$ cat src/rtl/ipml_fifo_pkg.sv
// Shared helpers and legal-range limits for the ipml FIFO read-side blocks.
// No logic, so no latency.
// No flow control; the parameter-check macro stops elaboration on an illegal configuration.
package ipml_fifo_pkg;

    localparam int RAM_LAT_MAX  = 2;
    localparam int PF_DEPTH_MAX = 16;

    // Ceiling log2 for elaboration-time sizing; clog2(1) = 0.
    function automatic int clog2(input int value);
        int r;
        r = 0;
        for (int i = 0; i < 31; i++) begin
            if ((1 << i) < value) begin
                r = i + 1;
            end
        end
        return r;
    endfunction

endpackage

// Expands to a generate block that stops elaboration on an unsupported configuration.
`define IPML_PF_PARAM_CHECK(WIDTH, LAT, DEPTH) \
    if ((WIDTH) < 1 || (WIDTH) > 1152 || (LAT) < 1 || (LAT) > ipml_fifo_pkg::RAM_LAT_MAX || \
        (DEPTH) < (LAT) + 1 || (DEPTH) > ipml_fifo_pkg::PF_DEPTH_MAX) begin : g_param_check \
        $fatal(1, "ipml prefetch: illegal DATA_W/RAM_LAT/PF_DEPTH combination"); \
    end

$ cat src/rtl/ipml_prefetch_buf_v2_0.sv
// Circular register buffer: wrap-around pointers, occupancy count and the entry array.
// Write lands at the clock edge; the head entry drives rd_data straight from the array.
// No internal backpressure; the caller never writes a full buffer unless it pops in the same cycle.
module ipml_prefetch_buf_v2_0
    import ipml_fifo_pkg::*;
#(
    parameter int DATA_W   = 32,
    parameter int PF_DEPTH = 4,
    parameter int CNT_W    = clog2(PF_DEPTH + 1)
) (
    input  logic              rd_clk,
    input  logic              rd_rst,
    input  logic              clr,
    input  logic              wr_en,
    input  logic [DATA_W-1:0] wr_data,
    input  logic              pop,
    output logic [DATA_W-1:0] rd_data,
    output logic [CNT_W-1:0]  count
);

    localparam int PTR_W = (PF_DEPTH > 1) ? clog2(PF_DEPTH) : 1;

    logic [DATA_W-1:0] mem_q [PF_DEPTH];
    logic [DATA_W-1:0] mem_d [PF_DEPTH];
    logic [PTR_W-1:0]  wr_ptr_q, wr_ptr_d;
    logic [PTR_W-1:0]  rd_ptr_q, rd_ptr_d;
    logic [CNT_W-1:0]  count_q, count_d;

    // Depth need not be a power of two, so wrap explicitly at the last entry.
    function automatic logic [PTR_W-1:0] ptr_inc(input logic [PTR_W-1:0] p);
        return (p == PTR_W'(PF_DEPTH - 1)) ? '0 : p + PTR_W'(1);
    endfunction

    // Array update: a flush drops the word arriving at the same edge.
    always_comb begin
        mem_d = mem_q;
        if (wr_en && !clr) begin
            mem_d[wr_ptr_q] = wr_data;
        end
    end

    // Pointer and occupancy update; simultaneous write and pop leave the count unchanged.
    always_comb begin
        wr_ptr_d = wr_ptr_q;
        rd_ptr_d = rd_ptr_q;
        count_d  = count_q;
        if (clr) begin
            wr_ptr_d = '0;
            rd_ptr_d = '0;
            count_d  = '0;
        end else begin
            if (wr_en) begin
                wr_ptr_d = ptr_inc(wr_ptr_q);
            end
            if (pop) begin
                rd_ptr_d = ptr_inc(rd_ptr_q);
            end
            case ({wr_en, pop})
                2'b10:   count_d = count_q + CNT_W'(1);
                2'b01:   count_d = count_q - CNT_W'(1);
                default: count_d = count_q;
            endcase
        end
    end

    // State registers, cleared asynchronously so stale data never reaches rd_data.
    always_ff @(posedge rd_clk or posedge rd_rst) begin
        if (rd_rst) begin
            for (int i = 0; i < PF_DEPTH; i++) begin
                mem_q[i] <= '0;
            end
            wr_ptr_q <= '0;
            rd_ptr_q <= '0;
            count_q  <= '0;
        end else begin
            mem_q    <= mem_d;
            wr_ptr_q <= wr_ptr_d;
            rd_ptr_q <= rd_ptr_d;
            count_q  <= count_d;
        end
    end

    assign rd_data = mem_q[rd_ptr_q];
    assign count   = count_q;

    // A write into a full buffer is only legal when the head leaves in the same cycle.
    a_no_overflow: assert property (@(posedge rd_clk) disable iff (rd_rst)
        !(wr_en && !pop && !clr && count_q == CNT_W'(PF_DEPTH)));

endmodule

$ cat src/rtl/ipml_prefetch_rd_ctrl_v2_0.sv
// FWFT prefetch between a RAM-based FIFO core and a valid/ready consumer, credit-based issue.
// core_rd_en in cycle t gives rd_vld in cycle t+RAM_LAT+1; one word per cycle sustained.
// Issues only while buffered + in-flight words leave room; a same-cycle pop returns a credit.
module ipml_prefetch_rd_ctrl_v2_0
    import ipml_fifo_pkg::*;
#(
    parameter int  DATA_W   = 32,
    parameter int  RAM_LAT  = 1,
    parameter int  PF_DEPTH = 4,
    localparam int CNT_W    = clog2(PF_DEPTH + 1)
) (
    input  logic              rd_clk,
    input  logic              rd_rst,
    input  logic              core_empty,
    output logic              core_rd_en,
    input  logic [DATA_W-1:0] core_rd_data,
    input  logic              flush,
    input  logic              rd_en,
    output logic [DATA_W-1:0] rd_data,
    output logic              rd_vld,
    output logic [CNT_W-1:0]  pf_count
);

    `IPML_PF_PARAM_CHECK(DATA_W, RAM_LAT, PF_DEPTH)

    logic [RAM_LAT-1:0] vld_pipe_q, vld_pipe_d;
    logic [CNT_W:0]     inflight;
    logic [CNT_W:0]     credit_need;
    logic               arrival;
    logic               pop;

    assign rd_vld  = (pf_count != '0);
    assign pop     = rd_vld & rd_en;
    assign arrival = vld_pipe_q[RAM_LAT-1];

    // Count reads already issued whose data has not yet landed in the buffer.
    always_comb begin
        inflight = '0;
        for (int i = 0; i < RAM_LAT; i++) begin
            inflight = inflight + (CNT_W + 1)'(vld_pipe_q[i]);
        end
    end

    // The pop credit is taken in the same cycle, so rd_en reaches core_rd_en combinationally.
    assign credit_need = (CNT_W + 1)'(pf_count) + inflight - (CNT_W + 1)'(pop);
    assign core_rd_en  = ~rd_rst & ~core_empty & ~flush
                       & (credit_need < (CNT_W + 1)'(PF_DEPTH));

    // In-flight tracker mirrors the core read latency; a flush kills every pending arrival.
    always_comb begin
        vld_pipe_d = '0;
        if (!flush) begin
            vld_pipe_d[0] = core_rd_en;
            for (int i = 1; i < RAM_LAT; i++) begin
                vld_pipe_d[i] = vld_pipe_q[i-1];
            end
        end
    end

    // In-flight register; reset clears it so late core data is never captured.
    always_ff @(posedge rd_clk or posedge rd_rst) begin
        if (rd_rst) begin
            vld_pipe_q <= '0;
        end else begin
            vld_pipe_q <= vld_pipe_d;
        end
    end

    ipml_prefetch_buf_v2_0 #(
        .DATA_W   (DATA_W),
        .PF_DEPTH (PF_DEPTH),
        .CNT_W    (CNT_W)
    ) u_buf (
        .rd_clk   (rd_clk),
        .rd_rst   (rd_rst),
        .clr      (flush),
        .wr_en    (arrival),
        .wr_data  (core_rd_data),
        .pop      (pop),
        .rd_data  (rd_data),
        .count    (pf_count)
    );

endmodule

$ cat config.mk
export PLATFORM = sky130hd
export DESIGN_NAME = ipml_prefetch_rd_ctrl_v2_0
export DESIGN_NICKNAME = d
export VERILOG_FILES = /design/src/rtl/ipml_fifo_pkg.sv /design/src/rtl/ipml_prefetch_buf_v2_0.sv /design/src/rtl/ipml_prefetch_rd_ctrl_v2_0.sv
export SDC_FILE = /design/constraint.sdc
export NUM_CORES = 1
export LEC_CHECK = 0
export CORE_UTILIZATION = 55
export DETAILED_ROUTE_END_ITERATION = 8
export PLACE_DENSITY = 0.87
export SLEW_MARGIN = 15
export SYNTH_ARGS = -nofsm -noshare
export SYNTH_HDL_FRONTEND = slang
export SYNTH_SLANG_ARGS = --single-unit
export TNS_END_PERCENT = 1
$ cat constraint.sdc
create_clock -name rd_clk -period 10.62 [get_ports rd_clk]
set_input_delay 1.062 -clock rd_clk [delete_from_list [all_inputs] [get_ports rd_clk]]
set_output_delay 1.062 -clock rd_clk [all_outputs]
set_load 0.005 [all_outputs]
==> results by group, run 1 <==
Run status
  – Result of the run: finished clean

Global routing
  – Overall track demand over capacity in global routing: 22.74%
  – Number of global-route vias before repair: 3799
  – First-pass GRT wire length: 19210 um
  – Number of antenna violations at the first check in global routing: 0
  – Remaining global-route overflow: 0
  – Maximum number of pins on one net before global-route repair: 70

Setup path
  – Peak per-stage delay on the critical path: about 0.55 ns
  – Critical path capture point type: output port
  – Type of origin of the critical path: input pin
  – R2R Setup Slk: 8.37 ns
  – Critical path's most frequent cell: clkdlybuf4s50_1
  – Startpoint of the worst-slack reg-to-reg timing path: u_buf.count[0]
  – Cell count of the worst reg-to-reg path: 7
  – Reg2Reg Capture Point: arrival
  – Crit-path leading delay family: buffers and inverters
  – Worst Setup Path Type: input pin to output port
  – Crit path DAT: 3.78 ns
  – Critical-path cell list: clkdlybuf4s50_1 > or2b_1 > or2_2 > ha_1 > nand2_1 > o311ai_4 > mux2i_1 > o21a_1 > clkdlybuf4s50_1
  – Count of buffer and inverter cells on the critical path: 2
  – Worst path slowest cell: clkdlybuf4s50_1
  – Maximum fanout count along the critical path: 3
  – CP Data Required Time: roughly 9.6 ns

STA
  – Setup TNS after final layout: 0 ns
  – Largest clock skew in the final design: 0.006600 ns
  – Hold WS: 0.4903 ns
  – Max-slew violations: 0
  – Unrepaired setup endpoints after global routing: no
  – Max frequency: around 210 MHz
  – Share of the clock period used by the worst path: 45.64%
  – Slew at the pin with the worst max-slew slack: 0.9487 ns
  – Hold Violations, Final: 0
  – Shortest period the worst path allows: 4.847 ns
  – Final setup violation count: 0
  – Relative slew slack: ~37%

Clock network
  – TritonCTS Sinks: 136
  – Clk pin slew, worst setup/hold paths: 0.06 ns
  – Number of buffers inserted for hold repair after clock tree synthesis: 0
  – TritonCTS clock tree: yes
  – Source-to-sink clock delay at the later pin of the worst-skew pair: 0.52 ns
  – Resized Gates After CTS: 0
  – Clock buffers created by TritonCTS: 17
  – Number of buffers inserted by post-CTS setup repair: 0
  – Root Buffer: clkbuf_8
  – Number of H-tree branching levels: 4
  – Maximum count of clock buffers along a single path: 2

Place
  – Routability cong.: 0.7191
  – DP HPWL: 7058 um
  – Number of I/O port buffers: 73

Drt
  – First-pass iteration count of the detailed router: 4
  – M1 WL: 4943 um
  – Average routed wire per standard cell: 19.55 um
  – Wire length on met3: around 470 um
  – Total length of routed met2 wires: 6200 um
  – ANT nets after route: 0
  – Vias: 3463
  – Violation count after the first detailed-route iteration: 86
  – Top Layer Used: met4
  – Aggregate routed wire length: 11750 um
  – Post-detailed-route DRC marker count: 0
  – Vias per std cell: 5.762

Floorplan
  – Die Span X: 107.4 um
  – Core region area: 0.01084 mm^2
  – Row count: 38
  – Boundary pin count: 74
  – Height of the chip: 107.4 um
  – Die Outline Area: around 0.012 mm^2
  – Effective utilization at floorplan: 56.37%

Final layout
  – Syn-to-layout area delta: 23.16%
  – Final net count: 493
  – Sequential Area: roughly 0.0034 mm^2
  – N_diodes: 0
  – Share of cells above drive strength 1: 42.95%
  – Number of filler cells placed in the layout: approximately 760
  – Area taken by multi-input logic gates: 0.002570 mm^2

Synthesis
  – Library cell with the highest instance count after synthesis: dfrtp_1
  – EDFF count, synth: 0
  – Number of distinct library cell variants in the gate-level netlist after synthesis: 32
  – Post-synthesis cell type with the largest combined area: dfrtp_1
  – Syn avg cell area: about 16 um^2
  – Area share of the largest cell type after synthesis: ~56%
  – Async set-reset flop share out of synthesis: 100.0%
  – Cell Area, Synth: 0.006111 mm^2
  – Primary flip-flop cell chosen by synthesis mapping: dfrtp_1
  – Yosys warns: 0
  – Synth area leaders: dfrtp_1 (56%), mux2_2 (22%), mux4_2 (12%)
  – Seq cells post-synth: 136
  – Synthesized Nets: 421
  – Sequential-to-total area share from yosys stat: 55.69%
  – Post-synthesis instance total: 376
  – Post-synth top cells: dfrtp_1 (136), mux2_2 (120), mux4_2 (32)

Run
  – Number of maximum-capacitance constraint violations: 0

Worst hold path
  – Origin of the worst min-delay path: u_buf.mem_q[31]
  – Min-Delay Endpoint: u_buf.mem_q[31]
  – Path class of the lowest-slack min-delay path: flop to flop
  – Cell depth of the worst min-delay path: 1

Power
  – Worst supply voltage drop on vdd: 0.0001588 V
  – Power density normalized to cell area: 254.9 mW/mm^2
  – Cell leakage power: around 3.5 nW
state kept, by name, summed over array words and instances (netlist names):
register	flops
u_buf.rd_ptr_q	2
arrival	1
u_buf.wr_ptr_q	2
u_buf.mem_q	128
u_buf.count	3
final cells by class:
type / instances / share of cell area (%)
inverter: 7 / 0.4156
timing repair buffer: 75 / 9.909
multi-input combinational: 211 / 34.15
tap: 140 / 2.328
sequential: 136 / 45.25
clock inverter: 8 / 1.563
clock buffer: 24 / 6.384
metrics by stage:
stage | worst slack, ns | util, % | cell area, um^2 | cells | total power [W]
global placement | 5.829 | 63.91 | 6928 | 569 | 0.001311
floorplan | 5.919 | - | 6111 | 376 | 0.001063
global route | 5.651 | 69.43 | 7526 | 601 | 0.002018
CTS | 5.761 | 69.43 | 7526 | 601 | 0.001936
detailed placement | 5.776 | 63.91 | 6928 | 569 | 0.001341
finish | 5.773 | 69.43 | 7526 | 601 | 0.001918
per-layer routing:
metal | global-route usage [%] | up-vias
met5 | 0 | -
met1 | 28.06 | 1831
met3 | 5.630 | 16
met4 | 9.002 | 0
met2 | 38.62 | 80
li1 | - | 1536
layout by cell type (no fill, tap or decap), types with 4 or more instances in the layout:
| cell type | n |
|---|---|
| mux2_2 | 120 |
| mux2i_1 | 4 |
| ha_1 | 7 |
| mux2_1 | 8 |
| inv_1 | 5 |
| nand2_2 | 4 |
| clkinv_2 | 4 |
| clkbuf_16 | 16 |
| clkdlybuf4s50_1 | 73 |
| dfrtp_1 | 134 |
| nor3_1 | 5 |
| nor2_1 | 9 |
| mux4_2 | 32 |
| clkbuf_8 | 5 |
worst max path at each step:
stage	startpoint	endpoint	depth (start not counted)
global route	rd_en	core_rd_en	9
CTS	rd_en	core_rd_en	9
finish	rd_en	core_rd_en	9
floorplan	rd_rst	arrival	1
global placement	rd_en	core_rd_en	9
detailed placement	rd_en	core_rd_en	9
cells by family (layout without fill, tap and decap cells):
kind of cell | count (synthesis) | count (layout) | synth area share, %
mux | 164 | 164 | 36.04
flops | 136 | 136 | 55.69
simple gates | 31 | 31 | 2.846
buf+inv | 29 | 114 | 2.252
fa+ha+maj | 8 | 8 | 1.761
compound gates | 7 | 7 | 1.269
xor+xnor | 1 | 1 | 0.1434
power by group:
part | internal [W] | switching [W]
clock | 0.000381 | 0.000208
sequential | 0.000634 | 0.0000928
combinational | 0.000407 | 0.000196
total | 0.00142 | 0.000496
Note: power is estimated with default switching activity, not from simulation.
==> run 2, diff against run 1 <==
==> constraint.sdc (replaced) <==
create_clock -name rd_clk -period 5.06 [get_ports rd_clk]
set_input_delay 0.506 -clock rd_clk [delete_from_list [all_inputs] [get_ports rd_clk]]
set_output_delay 0.506 -clock rd_clk [all_outputs]
set_load 0.005 [all_outputs]
==> run 2 against run 1 <==
  * Die area did not move
  * Via count rose by 0.72%
  * Sequential power rose by 110%
  * Largest cell class unchanged
  * Sequential share of layout area did not move
  * First-iteration DRC count rose by 66%
  * Global-route usage rose by 0.22 points
  * Highest routed layer unchanged
  * Non-clock buffer count did not move
  * Power rose by 110%
  * Register-to-register slack got worse by 5.5 ns
==> results by group, run 2 (same netlist as run 1, synthesis figures left out) <==
Floorplan
  – Boundary pin count: 74 (unchanged)
  – Die Span X: 107.4 um (unchanged)
  – Height of the chip: 107.4 um (unchanged)
  – Row count: 38 (unchanged)
  – Die Outline Area: 0.01154 mm^2 (unchanged)
  – Core region area: 0.01084 mm^2 (unchanged)
  – Effective utilization at floorplan: 56.37% (unchanged)

Clock network
  – Source-to-sink clock delay at the later pin of the worst-skew pair: 0.52 ns (about the same)
  – TritonCTS clock tree: yes
  – Resized Gates After CTS: 0 (unchanged)
  – Root Buffer: clkbuf_8
  – Number of H-tree branching levels: 4 (unchanged)
  – Number of buffers inserted for hold repair after clock tree synthesis: 0 (unchanged)
  – Number of buffers inserted by post-CTS setup repair: 0 (unchanged)
  – Clk pin slew, worst setup/hold paths: 0.05 ns (about the same)
  – Clock buffers created by TritonCTS: 17 (unchanged)
  – TritonCTS Sinks: 136 (unchanged)
  – Maximum count of clock buffers along a single path: 2 (unchanged)

Power
  – Clock network fraction of total power: 30.7% (about the same)
  – Power density normalized to cell area: 535.6 mW/mm^2 (+110%)
  – Combinational cell fraction of total power: 31.3% (about the same)
  – Total internal power: 0.002985 W (+110%)
  – Switching power as a share of total power: 25.95% (+0.079 points)
  – Cell leakage power: 3.483 nW (unchanged)
  – Post-layout total power: 0.004031 W (+110%)
  – Register share of total power: 38.0% (about the same)
  – Worst supply voltage drop on vdd: 0.0003122 V (+97%)
  – Switching Power: 0.001046 W (+110%)

Setup path
  – Crit path DAT: 3.22 ns (-0.56 ns)
  – Type of origin of the critical path: input pin
  – R2R Setup Slk: 2.82 ns (-5.55 ns)
  – Count of buffer and inverter cells on the critical path: 2 (unchanged)
  – Maximum fanout count along the critical path: 3 (unchanged)
  – Critical-path cell list: clkdlybuf4s50_1 > or2b_1 > or2_2 > ha_1 > nand2_1 > o311ai_4 > mux2i_1 > o21a_1 > clkdlybuf4s50_1
  – Crit-path leading delay family: buffers and inverters
  – Critical path's most frequent cell: clkdlybuf4s50_1
  – Worst path slowest cell: clkdlybuf4s50_1
  – CP Data Required Time: 4.55 ns (-5.01 ns)
  – Critical path capture point type: output port
  – Worst Setup Path Type: input pin to output port
  – Peak per-stage delay on the critical path: 0.53 ns (-0.02 ns)

STA
  – Unrepaired setup endpoints after global routing: no
  – Shortest period the worst path allows: 3.723 ns
  – Slew at the pin with the worst max-slew slack: 0.9402 ns (-0.008497 ns)
  – Post-route setup slack: 1.337 ns (-4.436 ns)
  – Max-slew violations: 0 (unchanged)
  – Relative slew slack: 37.10% (+0.57 points)
  – Max frequency: 268.6 MHz
  – Setup TNS after final layout: 0 ns (unchanged)
  – Final setup violation count: 0 (unchanged)
  – Largest clock skew in the final design: 0.007281 ns (+0.0006811 ns)
  – Share of the clock period used by the worst path: 73.58%
  – Hold Violations, Final: 0 (unchanged)

Place
  – DP HPWL: 6890 um (-2.4%)
  – Number of I/O port buffers: 73 (unchanged)
  – Post-Place Worst Slack: 1.338 ns (-4.439 ns)
  – Routability cong.: 0.7231 (+0.56%)

Final layout
  – Most frequent cells in the layout: dfrtp_1 (134), mux2_2 (120), clkdlybuf4s50_1 (73)
  – Syn-to-layout area delta: 23.16% (unchanged)
  – Final net count: 493 (unchanged)
  – Most common cell after layout, fill and taps aside: dfrtp_1
  – Most flop-heavy register: u_buf.mem_q
  – Flip-flop count of the largest register after layout: 128 (unchanged)
  – Share of cells above drive strength 1: 42.95% (unchanged)
  – N_diodes: 0 (unchanged)

Drt
  – Post-detailed-route DRC marker count: 0 (unchanged)
  – Top Layer Used: met4
  – Vias: 3488 (+0.72%)
  – First-pass iteration count of the detailed router: 4 (unchanged)
  – Violation count after the first detailed-route iteration: 143 (+66%)
  – ANT nets after route: 0 (unchanged)
  – Wire length on met3: 488 um (+3.8%)
  – Total length of routed met2 wires: 6076 um (-2.0%)
  – Vias per std cell: 5.804 (+0.72%)
  – Average routed wire per standard cell: 19.68 um (+0.67%)
  – Aggregate routed wire length: 11830 um (+0.67%)
  – M1 WL: 5145 um (+4.1%)

Run status
  – Result of the run: finished clean

Global routing
  – Overall track demand over capacity in global routing: 22.97% (+0.22 points)
  – First-pass GRT wire length: 19610 um (+2.1%)
  – Number of global-route vias before repair: 3819 (+0.53%)
  – Remaining global-route overflow: 0 (unchanged)
  – Maximum number of pins on one net before global-route repair: 98 (+40%)
  – Number of antenna violations at the first check in global routing: 0 (unchanged)

Run
  – Number of maximum-capacitance constraint violations: 0 (unchanged)

Worst hold path
  – Path class of the lowest-slack min-delay path: flop to flop
run 2: per-stage QoR:
step	utilization (%)	cells	hold slack, ns	area, um^2
after floorplan	-	376	0.4589	6111
after global placement	63.91	569	0.4692	6928
after detailed placement	63.91	569	0.4852	6928
after CTS	69.43	601	0.4979	7526
after global routing	69.43	601	0.5066	7526
final	69.43	601	0.4960	7526
run 2: area by class of cell:
| type | count | area (um^2) |
|---|---|---|
| multi-input combinational | 211 | 2570 |
| inverter | 7 | 31.28 |
| clock inverter | 8 | 117.6 |
| timing repair buffer | 75 | 745.7 |
| clock buffer | 24 | 480.5 |
| tap | 140 | 175.2 |
| fill | 719 | 3314 |
| sequential | 136 | 3406 |
run 2: metal layers:
metal	global-route usage, %	vias up
met5	0	-
met4	6.947	0
met1	29.77	1863
met2	37.97	80
met3	6.235	15
li1	-	1530
run 2: worst paths after layout:
| kind | from | endpoint | cells after the start |
|---|---|---|---|
| setup / recovery | rd_en | core_rd_en | 9 |
| hold / removal | u_buf.mem_q[31] | u_buf.mem_q[31] | 1 |
| setup reg to reg | u_buf.count[0] | arrival | 7 |
| hold reg to reg | u_buf.mem_q[31] | u_buf.mem_q[31] | 1 |
| max in group asynchronous | rd_rst | u_buf.rd_ptr_q[0] | 3 |
| min in group asynchronous | rd_rst | u_buf.mem_q[58] | 2 |
run 2: worst reg2reg max path, delay by kind of cell, from the launching register on:
| family | cells | cell delay [ns] |
|---|---|---|
| adders and majority gates | 1 | 0.29 |
| muxes | 1 | 0.27 |
| and+or+nand+nor | 3 | 0.67 |
| DFF | 1 | 0.48 |
| AOI/OAI and AO/OA | 2 | 0.47 |
run 2: power groups by stage:
stage	logic, W	registers (W)	clock network, W
floorplan	0.000792	0.00144	0
global placement	0.00123	0.00152	0
detailed placement	0.00126	0.00155	0
CTS	0.00128	0.00153	0.00126
global route	0.00137	0.00157	0.00130
finish	0.00126	0.00153	0.00124
==> run 3, diff against run 2 <==
--- a/config.mk
+++ b/config.mk
@@ -5,9 +5,9 @@
 export SDC_FILE = /design/constraint.sdc
 export NUM_CORES = 1
 export LEC_CHECK = 0
-export CORE_UTILIZATION = 55
+export CORE_UTILIZATION = 50
 export DETAILED_ROUTE_END_ITERATION = 8
-export PLACE_DENSITY = 0.87
+export PLACE_DENSITY = 0.84
 export SLEW_MARGIN = 15
 export SYNTH_ARGS = -nofsm -noshare
 export SYNTH_HDL_FRONTEND = slang
==> constraint.sdc (replaced) <==
create_clock -name rd_clk -period 3.1 [get_ports rd_clk]
set_input_delay 0.31 -clock rd_clk [delete_from_list [all_inputs] [get_ports rd_clk]]
set_output_delay 0.31 -clock rd_clk [all_outputs]
set_load 0.005 [all_outputs]
==> run 3 against run 2 <==
  * Critical path type is now flop to output port
  * Combinational power is 81% higher
  * Critical path depth is 1 lower
  * Die area is 9.8% higher
  * Clock power is 58% higher
  * Critical endpoint unchanged
  * Highest routed layer unchanged
  * First-iteration DRC count is 19% higher
  * Largest power group unchanged
  * Final cell count is 4.0% higher
==> results by group, run 3 (same netlist as run 1, synthesis figures left out) <==
Run status
  – Result of the run: finished clean

Final layout
  – Sequential Area: 0.003405 mm^2 (about the same)
  – N_diodes: 0 (unchanged)
  – Most flop-heavy register: u_buf.mem_q
  – Post-layout instance area: 0.007697 mm^2 (+2.3%)
  – Area taken by multi-input logic gates: 0.002572 mm^2 (about the same)
  – Flip-flop count of the largest register after layout: 128 (unchanged)
  – Final net count: 510 (+3.4%)
  – Most frequent cells in the layout: dfrtp_1 (135), mux2_2 (120), clkdlybuf4s50_1 (72)
  – Most common cell after layout, fill and taps aside: dfrtp_1
  – Final instance count without filler cells: 625 (+4.0%)
  – Share of cells above drive strength 1: 45.40% (+2.4 points)
  – Number of filler cells placed in the layout: 858 (+19%)
  – Syn-to-layout area delta: 25.96%

Drt
  – Violation count after the first detailed-route iteration: 170 (+19%)
  – Vias: 3507 (+0.54%)
  – ANT nets after route: 0 (unchanged)
  – Aggregate routed wire length: 12090 um (+2.2%)
  – Average routed wire per standard cell: 19.34 um (-1.7%)
  – Vias per std cell: 5.611 (-3.3%)
  – Post-detailed-route DRC marker count: 0 (unchanged)
  – First-pass iteration count of the detailed router: 4 (unchanged)

Clock network
  – Clock buffers created by TritonCTS: 17 (unchanged)
  – Number of buffers inserted for hold repair after clock tree synthesis: 0 (unchanged)
  – Maximum count of clock buffers along a single path: 2 (unchanged)
  – TritonCTS clock tree: yes
  – Root Buffer: clkbuf_16
  – Number of H-tree branching levels: 4 (unchanged)
  – TritonCTS Sinks: 136 (unchanged)
  – Clk pin slew, worst setup/hold paths: 0.06 ns (about the same)
  – Source-to-sink clock delay at the later pin of the worst-skew pair: 0.42 ns (-0.10 ns)

Floorplan
  – Die Outline Area: 0.01267 mm^2 (+9.8%)
  – Effective utilization at floorplan: 51.09% (-5.3 points)
  – Height of the chip: 112.6 um (+4.8%)
  – Boundary pin count: 74 (unchanged)
  – Core region area: 0.01196 mm^2 (+10%)
  – Die Span X: 112.6 um (+4.8%)
  – Row count: 40 (+5.3%)

STA
  – Final setup violation count: 0 (unchanged)
  – Max frequency: 332.8 MHz
  – Largest clock skew in the final design: 0.008725 ns (+0.001444 ns)
  – Slew at the pin with the worst max-slew slack: 0.8073 ns (-0.1329 ns)
  – Unrepaired setup endpoints after global routing: no
  – Share of the clock period used by the worst path: between 90 and 100%
  – Hold Violations, Final: 0 (unchanged)
  – Shortest period the worst path allows: 3.005 ns
  – Relative slew slack: 46.06% (+9.0 points)
  – Setup TNS after final layout: 0 ns (unchanged)
  – Hold WS: 0.4196 ns (-0.07644 ns)
  – Post-route setup slack: 0.09496 ns (-1.242 ns)
  – Max-slew violations: 0 (unchanged)

Place
  – Post-Place Worst Slack: -0.2650 ns (-1.603 ns)
  – Number of I/O port buffers: 73 (unchanged)
  – DP HPWL: 7693 um (+12%)
  – Routability cong.: 0.6828 (-5.6%)
  – # placed instances: 591 (+3.9%)
  – Total placed instance area: 0.007097 mm^2 (+2.4%)

Setup path
  – Worst Setup Path Type: flop to output port
  – Critical-path cell list: or2b_1 > or2_2 > ha_1 > nand2_2 > o311ai_4 > mux2i_1 > o21a_1 > clkdlybuf4s15_1
  – CP Data Required Time: 2.79 ns (-1.76 ns)
  – Peak per-stage delay on the critical path: 0.37 ns (-0.16 ns)
  – Type of origin of the critical path: flop
  – Crit path DAT: 2.70 ns (-0.52 ns)
  – Maximum fanout count along the critical path: 2 (-1)
  – Worst path slowest cell: dfrtp_1
  – Critical path capture point type: output port

Global routing
  – Maximum number of pins on one net before global-route repair: 61 (-38%)
  – Number of antenna violations at the first check in global routing: 0 (unchanged)
  – Number of global-route vias before repair: 3973 (+4.0%)
  – Remaining global-route overflow: 0 (unchanged)
  – Overall track demand over capacity in global routing: 21.27% (-1.7 points)
  – First-pass GRT wire length: 20090 um (+2.5%)

Power
  – Worst supply voltage drop on vdd: 0.0004920 V (+58%)
  – Power density normalized to cell area: 859.5 mW/mm^2 (+60%)
  – Cell leakage power: 3.564 nW (+2.3%)

Run
  – Number of maximum-capacitance constraint violations: 0 (unchanged)

Worst hold path
  – Path class of the lowest-slack min-delay path: input pin to asynchronous set/reset pin
-- run 3: per-layer routing --
metal  share of wire [%]  global-route usage, %  wire (um)  vias up
met5                   0                      0          0        -
met4                 1.7                  9.067        208        0
met3                 4.5                  5.562        539       18
met1                  41                  25.62       5007     1851
met2                  52                  36.30       6331       73
li1                    -                      -          -     1565
-- run 3: worst max-delay path, delay by kind of cell, from the launching register on --
family / cells / cell delay, ns
flops: 1 / 0.37
mux: 1 / 0.29
buf+inv: 1 / 0.21
compound gates: 2 / 0.48
fa+ha+maj: 1 / 0.32
simple gates: 3 / 0.60
-- run 3: what timing repair did --
action,4_1_cts,5_1_grt
buffers inserted,2,0
resized for setup,1,2
pin swaps,1,2
setup endpoints to repair,1,1
-- run 3: per-stage QoR --
stage	util, %	total power, W
floorplan	-	0.003642
finish	64.35	0.006616
CTS	64.32	0.006693
global placement	59.33	0.004558
global route	64.35	0.006963
detailed placement	59.33	0.004665
-- run 3: path summary, 6_finish.rpt --
kind	start	endpoint	slack, ns	cells after the start
hold / removal	rd_rst	u_buf.rd_ptr_q[1]	0.42	2
setup reg to reg	u_buf.count[0]	arrival	0.86	8
min in group rd_clk	u_buf.mem_q[10]	u_buf.mem_q[10]	0.49	1
setup / recovery	u_buf.count[0]	core_rd_en	0.09	8
hold reg to reg	u_buf.mem_q[10]	u_buf.mem_q[10]	0.49	1
max in group asynchronous	rd_rst	u_buf.mem_q[31]	1.92	3
-- run 3: final cells by class --
class | count | area share, %
Clock buffer | 20 | 5.933
Clock inverter | 12 | 1.642
Inverter | 7 | 0.3901
Multi-Input combinational cell | 211 | 33.42
Sequential cell | 136 | 44.23
Tap cell | 147 | 2.389
Timing Repair Buffer | 92 | 12.00
-- run 3: report_power, final --
part / switching, W / total (W) / internal (W)
sequential: 0.000202 / 0.00238 / 0.00217
clock: 0.000741 / 0.00196 / 0.00122
combinational: 0.000815 / 0.00228 / 0.00147
total: 0.00176 / 0.00662 / 0.00486
